==> src/rtl/puf_challenge_sequencer.sv <==
// Ring-oscillator PUF initiator: steps 5-bit challenges, counts the two selected
// oscillators over a clk-referenced window and packs one comparison bit per challenge.
module puf_challenge_sequencer #(
   parameter int WINDOW = 64,
   parameter int SETTLE = 4,
   parameter int CNT_W  = 8,
   parameter int NBITS  = 8
) (
   input  logic             clk,
   input  logic             rst_n,
   input  logic             start,
   input  logic [4:0]       seed,
   input  logic             ro_a,
   input  logic             ro_b,
   input  logic             resp_ack,
   output logic [4:0]       sel,
   output logic             osc_ena,
   output logic             busy,
   output logic [NBITS-1:0] response,
   output logic             resp_valid,
   output logic [3:0]       ties
);

   localparam int TMR_MAX = (WINDOW > SETTLE) ? WINDOW : SETTLE;
   localparam int TMR_W   = (TMR_MAX > 1) ? $clog2(TMR_MAX) : 1;
   localparam int IDX_W   = (NBITS > 1) ? $clog2(NBITS) : 1;

   typedef enum logic [2:0] {
      S_IDLE, S_SETTLE, S_COUNT, S_COMPARE, S_DONE
   } state_t;

   state_t             state_q, state_d;
   logic [TMR_W-1:0]   tmr;
   logic [IDX_W-1:0]   bit_idx;
   logic [CNT_W-1:0]   cnt_a, cnt_b;
   logic               ro_a_p0, ro_a_p1, ro_a_p2;
   logic               ro_b_p0, ro_b_p1, ro_b_p2;
   logic               edge_a, edge_b;
   logic               cmp_bit, cmp_tie, last_bit;
   logic               settle_end, window_end;
   logic               osc_ena_d, busy_d, resp_valid_d;

   function automatic logic [CNT_W-1:0] sat_cnt(input logic [CNT_W-1:0] v, input logic inc);
      if (inc && (v != '1)) return v + CNT_W'(1);
      return v;
   endfunction

   function automatic logic [3:0] sat_ties(input logic [3:0] v, input logic inc);
      if (inc && (v != 4'hF)) return v + 4'd1;
      return v;
   endfunction

   assign edge_a     = ro_a_p1 & ~ro_a_p2;
   assign edge_b     = ro_b_p1 & ~ro_b_p2;
   assign cmp_bit    = (cnt_a > cnt_b);
   assign cmp_tie    = (cnt_a == cnt_b);
   assign last_bit   = (bit_idx == IDX_W'(NBITS - 1));
   assign settle_end = (tmr == TMR_W'(SETTLE - 1));
   assign window_end = (tmr == TMR_W'(WINDOW - 1));

   always_ff @(posedge clk or posedge rst_n) begin
      if (rst_n) state_q <= S_IDLE;
      else       state_q <= state_d;
   end

   always_comb begin
      state_d = state_q;
      case (state_q)
         S_IDLE:    if (start)      state_d = S_SETTLE;
         S_SETTLE:  if (settle_end) state_d = S_COUNT;
         S_COUNT:   if (window_end) state_d = S_COMPARE;
         S_COMPARE: state_d = last_bit ? S_DONE : S_SETTLE;
         S_DONE:    if (resp_ack)   state_d = S_IDLE;
         default:   state_d = S_IDLE;
      endcase
   end

   // Outputs are decoded from the next state so they are registered with it.
   always_comb begin
      osc_ena_d    = (state_d == S_SETTLE) || (state_d == S_COUNT);
      busy_d       = (state_d != S_IDLE);
      resp_valid_d = (state_d == S_DONE);
   end

   // Stage p0/p1 synchronise the asynchronous oscillators; p2 is the edge-history flop.
   always_ff @(posedge clk or posedge rst_n) begin
      if (rst_n) begin
         ro_a_p0 <= 1'b0; ro_a_p1 <= 1'b0; ro_a_p2 <= 1'b0;
         ro_b_p0 <= 1'b0; ro_b_p1 <= 1'b0; ro_b_p2 <= 1'b0;
      end else begin
         ro_a_p0 <= ro_a; ro_a_p1 <= ro_a_p0; ro_a_p2 <= ro_a_p1;
         ro_b_p0 <= ro_b; ro_b_p1 <= ro_b_p0; ro_b_p2 <= ro_b_p1;
      end
   end

   always_ff @(posedge clk or posedge rst_n) begin
      if (rst_n) begin
         osc_ena    <= 1'b0;
         busy       <= 1'b0;
         resp_valid <= 1'b0;
         sel        <= '0;
         response   <= '0;
         ties       <= '0;
         bit_idx    <= '0;
         tmr        <= '0;
         cnt_a      <= '0;
         cnt_b      <= '0;
      end else begin
         osc_ena    <= osc_ena_d;
         busy       <= busy_d;
         resp_valid <= resp_valid_d;

         if (((state_q == S_SETTLE) || (state_q == S_COUNT)) && (state_d == state_q))
            tmr <= tmr + TMR_W'(1);
         else
            tmr <= '0;

         if (state_q == S_COUNT) begin
            cnt_a <= sat_cnt(cnt_a, edge_a);
            cnt_b <= sat_cnt(cnt_b, edge_b);
         end else begin
            cnt_a <= '0;
            cnt_b <= '0;
         end

         if ((state_q == S_IDLE) && start) begin
            sel      <= seed;
            response <= '0;
            ties     <= '0;
            bit_idx  <= '0;
         end else if (state_q == S_COMPARE) begin
            response <= (response << 1) | NBITS'(cmp_bit);
            ties     <= sat_ties(ties, cmp_tie);
            if (!last_bit) begin
               bit_idx <= bit_idx + IDX_W'(1);
               sel     <= sel + 5'd1;
            end
         end
      end
   end

endmodule

==> config.mk <==
export PLATFORM = sky130hd
export DESIGN_NAME = puf_challenge_sequencer
export DESIGN_NICKNAME = d
export VERILOG_FILES = /design/src/rtl/puf_challenge_sequencer.sv
export SDC_FILE = /design/constraint.sdc
export NUM_CORES = 1
export LEC_CHECK = 0
export ABC_AREA = 0
export CORE_ASPECT_RATIO = 1.4
export CORE_MARGIN = 2
export CORE_UTILIZATION = 45
export DETAILED_ROUTE_END_ITERATION = 6
export HOLD_SLACK_MARGIN = 0.08
export PLACE_DENSITY = 0.65
export SLEW_MARGIN = 25
export SYNTH_ARGS = -nofsm -noshare
export SYNTH_HDL_FRONTEND = slang
export SYNTH_SLANG_ARGS = --single-unit
==> constraint.sdc <==
create_clock -name clk -period 2.4 [get_ports clk]
set_clock_uncertainty 0.2 [all_clocks]
set_input_delay 0.72 -clock clk [delete_from_list [all_inputs] [get_ports clk]]
set_output_delay 0.72 -clock clk [all_outputs]
set_load 0.02 [all_outputs]
* Word-level counts from Yosys, hierarchy flattened
Cells that the tools add are included.
Operators by class: reductions and logical operators 13, magnitude comparators 1, bitwise logic cells 5, eq/ne operators 18, muxes and demuxes 32, $add $sub $neg 6
Operators with widths (count):
- 2-to-1 mux 8 bit | 8
- 2-to-1 mux 3 bit | 8
- adder 8 x 1 -> 8 bit, second input constant | 2
- 2-to-1 mux 4 bit | 4
- inequality test 8 bit, second input constant | 2
- 2-to-1 mux 5 bit | 3
- case mux 3 bit (5 select lines) | 1
- == test 3 x 2 -> 1 bit, second input constant | 3
- == test 3 bit, second input constant | 3
- == test 8 bit | 1
- > comparator 8 bit | 1
- OR 8 x 1 -> 8 bit | 1
- 2-to-1 mux 1 bit | 7
- adder 6 x 1 -> 6 bit, second input constant | 1
- == test 3 x 1 -> 1 bit, second input constant | 2
- == test 6 x 2 -> 1 bit, second input constant | 1
- == test 6 bit, second input constant | 1
- 2-to-1 mux 6 bit | 1
- inequality test 2 x 1 -> 1 bit, second input constant | 3
- adder 5 x 1 -> 5 bit, second input constant | 1
- logical AND 1 bit | 5
- adder 4 x 1 -> 4 bit, second input constant | 1
- inequality test 4 bit, second input constant | 1
- AND reduction 2 bit | 2
- 8 further kinds | 12
Word-level totals: register bits after elaboration 54, bits of input ports 11

* Logic depth before layout (Yosys ltp)
depth in word-level cells 8, mapped depth 7, mapped depth without buffers 6

* Worst setup path before layout
Ideal clock, no wire load.
path kind input -> register, start input start, end register response[0], data required time 2061 ps, buffers on the path 1, slack 400 ps, arrival time 1661 ps, setup time 139 ps, stages on the path 4, cells stage by stage or4b_2 -> clkbuf_1 -> a21oi_1 -> a211oi_1
Between the ends: cells in the longest elaborated chain, start to end 2, elaborated cells on any way between the ends 3, those cells by class mux: 1; reduce/logical: 2
Ends and longest elaborated chain:
- from (decl) | RTL line 11 | input logic start,
- logical AND 1 bit * | RTL line 126 | if ((state_q == S_IDLE) && start) begin
- 2-to-1 mux 8 bit or nonzero test 2 bit (tied branches)
- to (signal assigned) | RTL line 132 | response <= (response << 1) | NBITS'(cmp_bit);
- to (decl) | RTL line 19 | output logic [NBITS-1:0] response,
Mark *: on every way between the ends. The rest lies on a longest branch, timed or not. A chain may end at the register's enable or synchronous reset.

* Worst setup path after layout
start register sel[0], end output sel[0]
RTL lines:
- from (decl) | RTL line 16 | output logic [4:0] sel,
- from (signal assigned) | RTL line 136 | sel <= sel + 5'd1;
No word-level cell between the ends.

==> flow_summary.json <==
{
  "p_switching_w": 0.000689,
  "cts.sinks": 54,
  "setup_viol": 0,
  "multi_input_comb_area_um2": 1270,
  "dieArea_um2": 6680,
  "status": "finished clean",
  "dp_cells": 367,
  "die_w_um": 69.7,
  "r2r-start": "cnt_b[7]$_DFFE_PP0P_",
  "min_from": "ro_a_p0$_DFF_PP0_",
  "peakVddDrop_v": 0.000311,
  "slew_headroom": 0.663,
  "io_pins": 31,
  "rsz0062_at_grt": "no",
  "fmax_mhz": 439,
  "viasPerCell": 5.55,
  "drt-total-wl_mm": 5.31,
  "gp_congestion": 0.791,
  "power.density_nw_per_um2": 677,
  "crit_family": "buffers and inverters",
  "seqCellArea_um2": 1350,
  "grt_pass1_vias": 2037,
  "grt_pass1_wl_mm": 9.18,
  "ys_warn_count": 0,
  "n_antenna_cell": 0,
  "ys_seq_area_frac": 0.498,
  "core_region_area_um2": 5860,
  "post_cts_resize_count": 0,
  "clock_tree.root_cell": "clkbuf_8",
  "worstSetupEndpointType": "output port",
  "final_area_um2": 3240,
  "drt_iter0_drc": 59,
  "syn_area_um2": 2720,
  "crit_chain": "clkdlybuf4s50_1",
  "port_buffers": 30,
  "antenna_found_initial": 0,
  "cp.buffers_inverters": 1,
  "drive_gt1_frac": 0.108,
  "gr-usage-all-layers": 0.171,
  "dr.pass1.iters": 4,
  "final_core_util": 0.553,
  "cellInternalPower_w": 0.00150,
  "cp.arrival_ns": 1.36,
  "fin_nets": 330,
  "drv_slew": 0,
  "slowest_stage": "clkdlybuf4s50_1",
  "maxCapViolCount": 0,
  "synth_edf_count": 0,
  "synthCells": 266,
  "start_util": 0.463,
  "finalHoldViolations": 0,
  "worstSetupStartpointType": "flop",
  "rr_worst_depth": 6,
  "path_class": "reg2out",
  "max_stage_delay_ns": 0.63,
  "period_share": 0.949,
  "p_sw_frac": 0.314,
  "clk_path_buf_depth": 2,
  "cts-htree-levels": 2,
  "pwr-share-comb": 0.247,
  "cts_tree": "done",
  "ys_types": 49,
  "p_total_w": 0.00219,
  "grt_max_degree": 25,
  "p_leak_nw": 1.37,
  "min_path_type": "reg2reg",
  "fin_crit_ns": 2.28,
  "dp_hpwl_mm": 3.96,
  "path_clk_slew_ns": 0.09,
  "fill_cells": 525,
  "drc": 0,
  "worst_pin_slew_ns": 0.500,
  "syn-num-nets": 292,
  "r2r_slack_ns": 0.30,
  "dpl_cell_area_um2": 3150,
  "ys_ff_latch": 54,
  "cts_hold_buf": 0,
  "hold_depth": 0,
  "required_ns": 1.48,
  "clock_latency_ns": 0.30,
  "layout.cells.non_filler": 375,
  "cts_setup_buffers": 0,
  "min_to": "ro_a_p1$_DFF_PP0_",
  "wl_per_cell_um": 14.1,
  "synth-main-ff-cell": "dfrtp_1",
  "grt_overflow_total": 0,
  "area_growth_pct": 19.4,
  "worstPathMaxFanout": 4,
  "r2r_end": "ties[3]$_DFFE_PP0P_",
  "antenna_left": 0,
  "fp.dieH_um": 95.9,
  "tns_ns": 0,
  "rows": 33,
  "power_frac_seq": 0.517,
  "ys_async_sr_fraction": 1.00,
  "vias": 2080,
  "clock_power_share": 0.237,
  "postSynthAreaPerCell_um2": 10.2,
  "cts_buffers": 5
}
[registers in the layout, indices dropped and copies added (netlist names), 3 cells and up]
register  count
cnt_b         8
response      8
sel           5
ties          4
cnt_a         8
tmr           6
bit_idx       3
state_q       3
[power by group through the flow]
stage | clock, W | sequential [W] | combinational, W
global placement | 0 | 0.00115 | 0.000531
global route | 0.000575 | 0.00115 | 0.000620
CTS | 0.000538 | 0.00113 | 0.000547
detailed placement | 0 | 0.00115 | 0.000542
floorplan | 0 | 0.00114 | 0.000374
finish | 0.000519 | 0.00113 | 0.000541
[worst max path at each step]
stage,from,endpoint,slack (ns),depth (start not counted)
after floorplan,rst_n,bit_idx[0]$_DFFE_PP0P_,0.17,1
after global placement,start,sel[3]$_DFFE_PP0P_,-0.08,5
after detailed placement,start,response[7]$_DFFE_PP0P_,-0.1,5
after CTS,ties[0]$_DFFE_PP0P_,ties[0],0.11,1
after global routing,ties[0]$_DFFE_PP0P_,ties[0],0.07,1
final,sel[0]$_DFFE_PP0P_,sel[0],0.12,1
[routing by layer]
layer  vias to the layer above  part of all wire  global-route usage
li1                       1020                 -                   -
met1                      1022              0.43               0.202
met2                        30              0.53               0.320
met3                         8             0.024              0.0283
met4                         0             0.012              0.0545
met5                         -                 0                   0
[cell usage after synthesis, types with 4 or more instances]
| master | number | share of area |
|---|---|---|
| dfrtp_1 | 54 | 0.50 |
| xnor2_1 | 7 | 0.023 |
| nor3_1 | 5 | 0.0092 |
| nand4_1 | 10 | 0.023 |
| nand3_1 | 10 | 0.018 |
| nand2_1 | 31 | 0.043 |
| a21oi_1 | 17 | 0.031 |
| mux2i_1 | 4 | 0.015 |
| ha_1 | 15 | 0.069 |
| o21ai_0 | 12 | 0.022 |
| inv_1 | 13 | 0.018 |
| buf_2 | 4 | 0.0074 |
| nor2_1 | 24 | 0.033 |
| xor2_1 | 5 | 0.016 |
[stage by stage]
step,hold WS (ns),setup WS [ns]
6_report,0.153,0.123
5_1_grt,0.164,0.0652
4_1_cts,0.158,0.106
3_5_place_dp,0.136,-0.0991
3_3_place_gp,0.134,-0.0793
2_1_floorplan,0.131,0.165
[kinds of logic after synthesis]
logic type,share of synthesized area
DFF,0.498
muxes,0.0272
buffers and inverters,0.0350
adders and majority gates,0.0691
and+or+nand+nor,0.204
xor gates and xnor gates,0.0387
AOI/OAI and AO/OA,0.129
[area by class of cell]
cell class                      instances  share of cell area
Timing Repair Buffer                   39               0.121
Sequential cell                        54               0.417
Tap cell                               70              0.0270
Clock buffer                            7              0.0266
Inverter                               13              0.0151
Clock inverter                          1             0.00154
Multi-Input combinational cell        191               0.392
[cells in the final DEF, fill, tap and decap left out, types with 3 or more instances in the layout]
cell             instances
dfrtp_1                 54
nand2_1                 31
clkdlybuf4s50_1         30
nor2_1                  24
a21oi_1                 17
ha_1                    15
o21ai_0                 12
inv_1                   12
nand4_1                 10
nand3_1                 10
xnor2_1                  7
buf_4                    7
clkbuf_8                 6
xor2_1                   5
nor3_1                   5
mux2i_1                  4
nor2b_1                  3
o21a_1                   3
and3_1                   3
a211oi_1                 3
mux2_2                   3
Note: power is estimated with default switching activity, not from simulation.
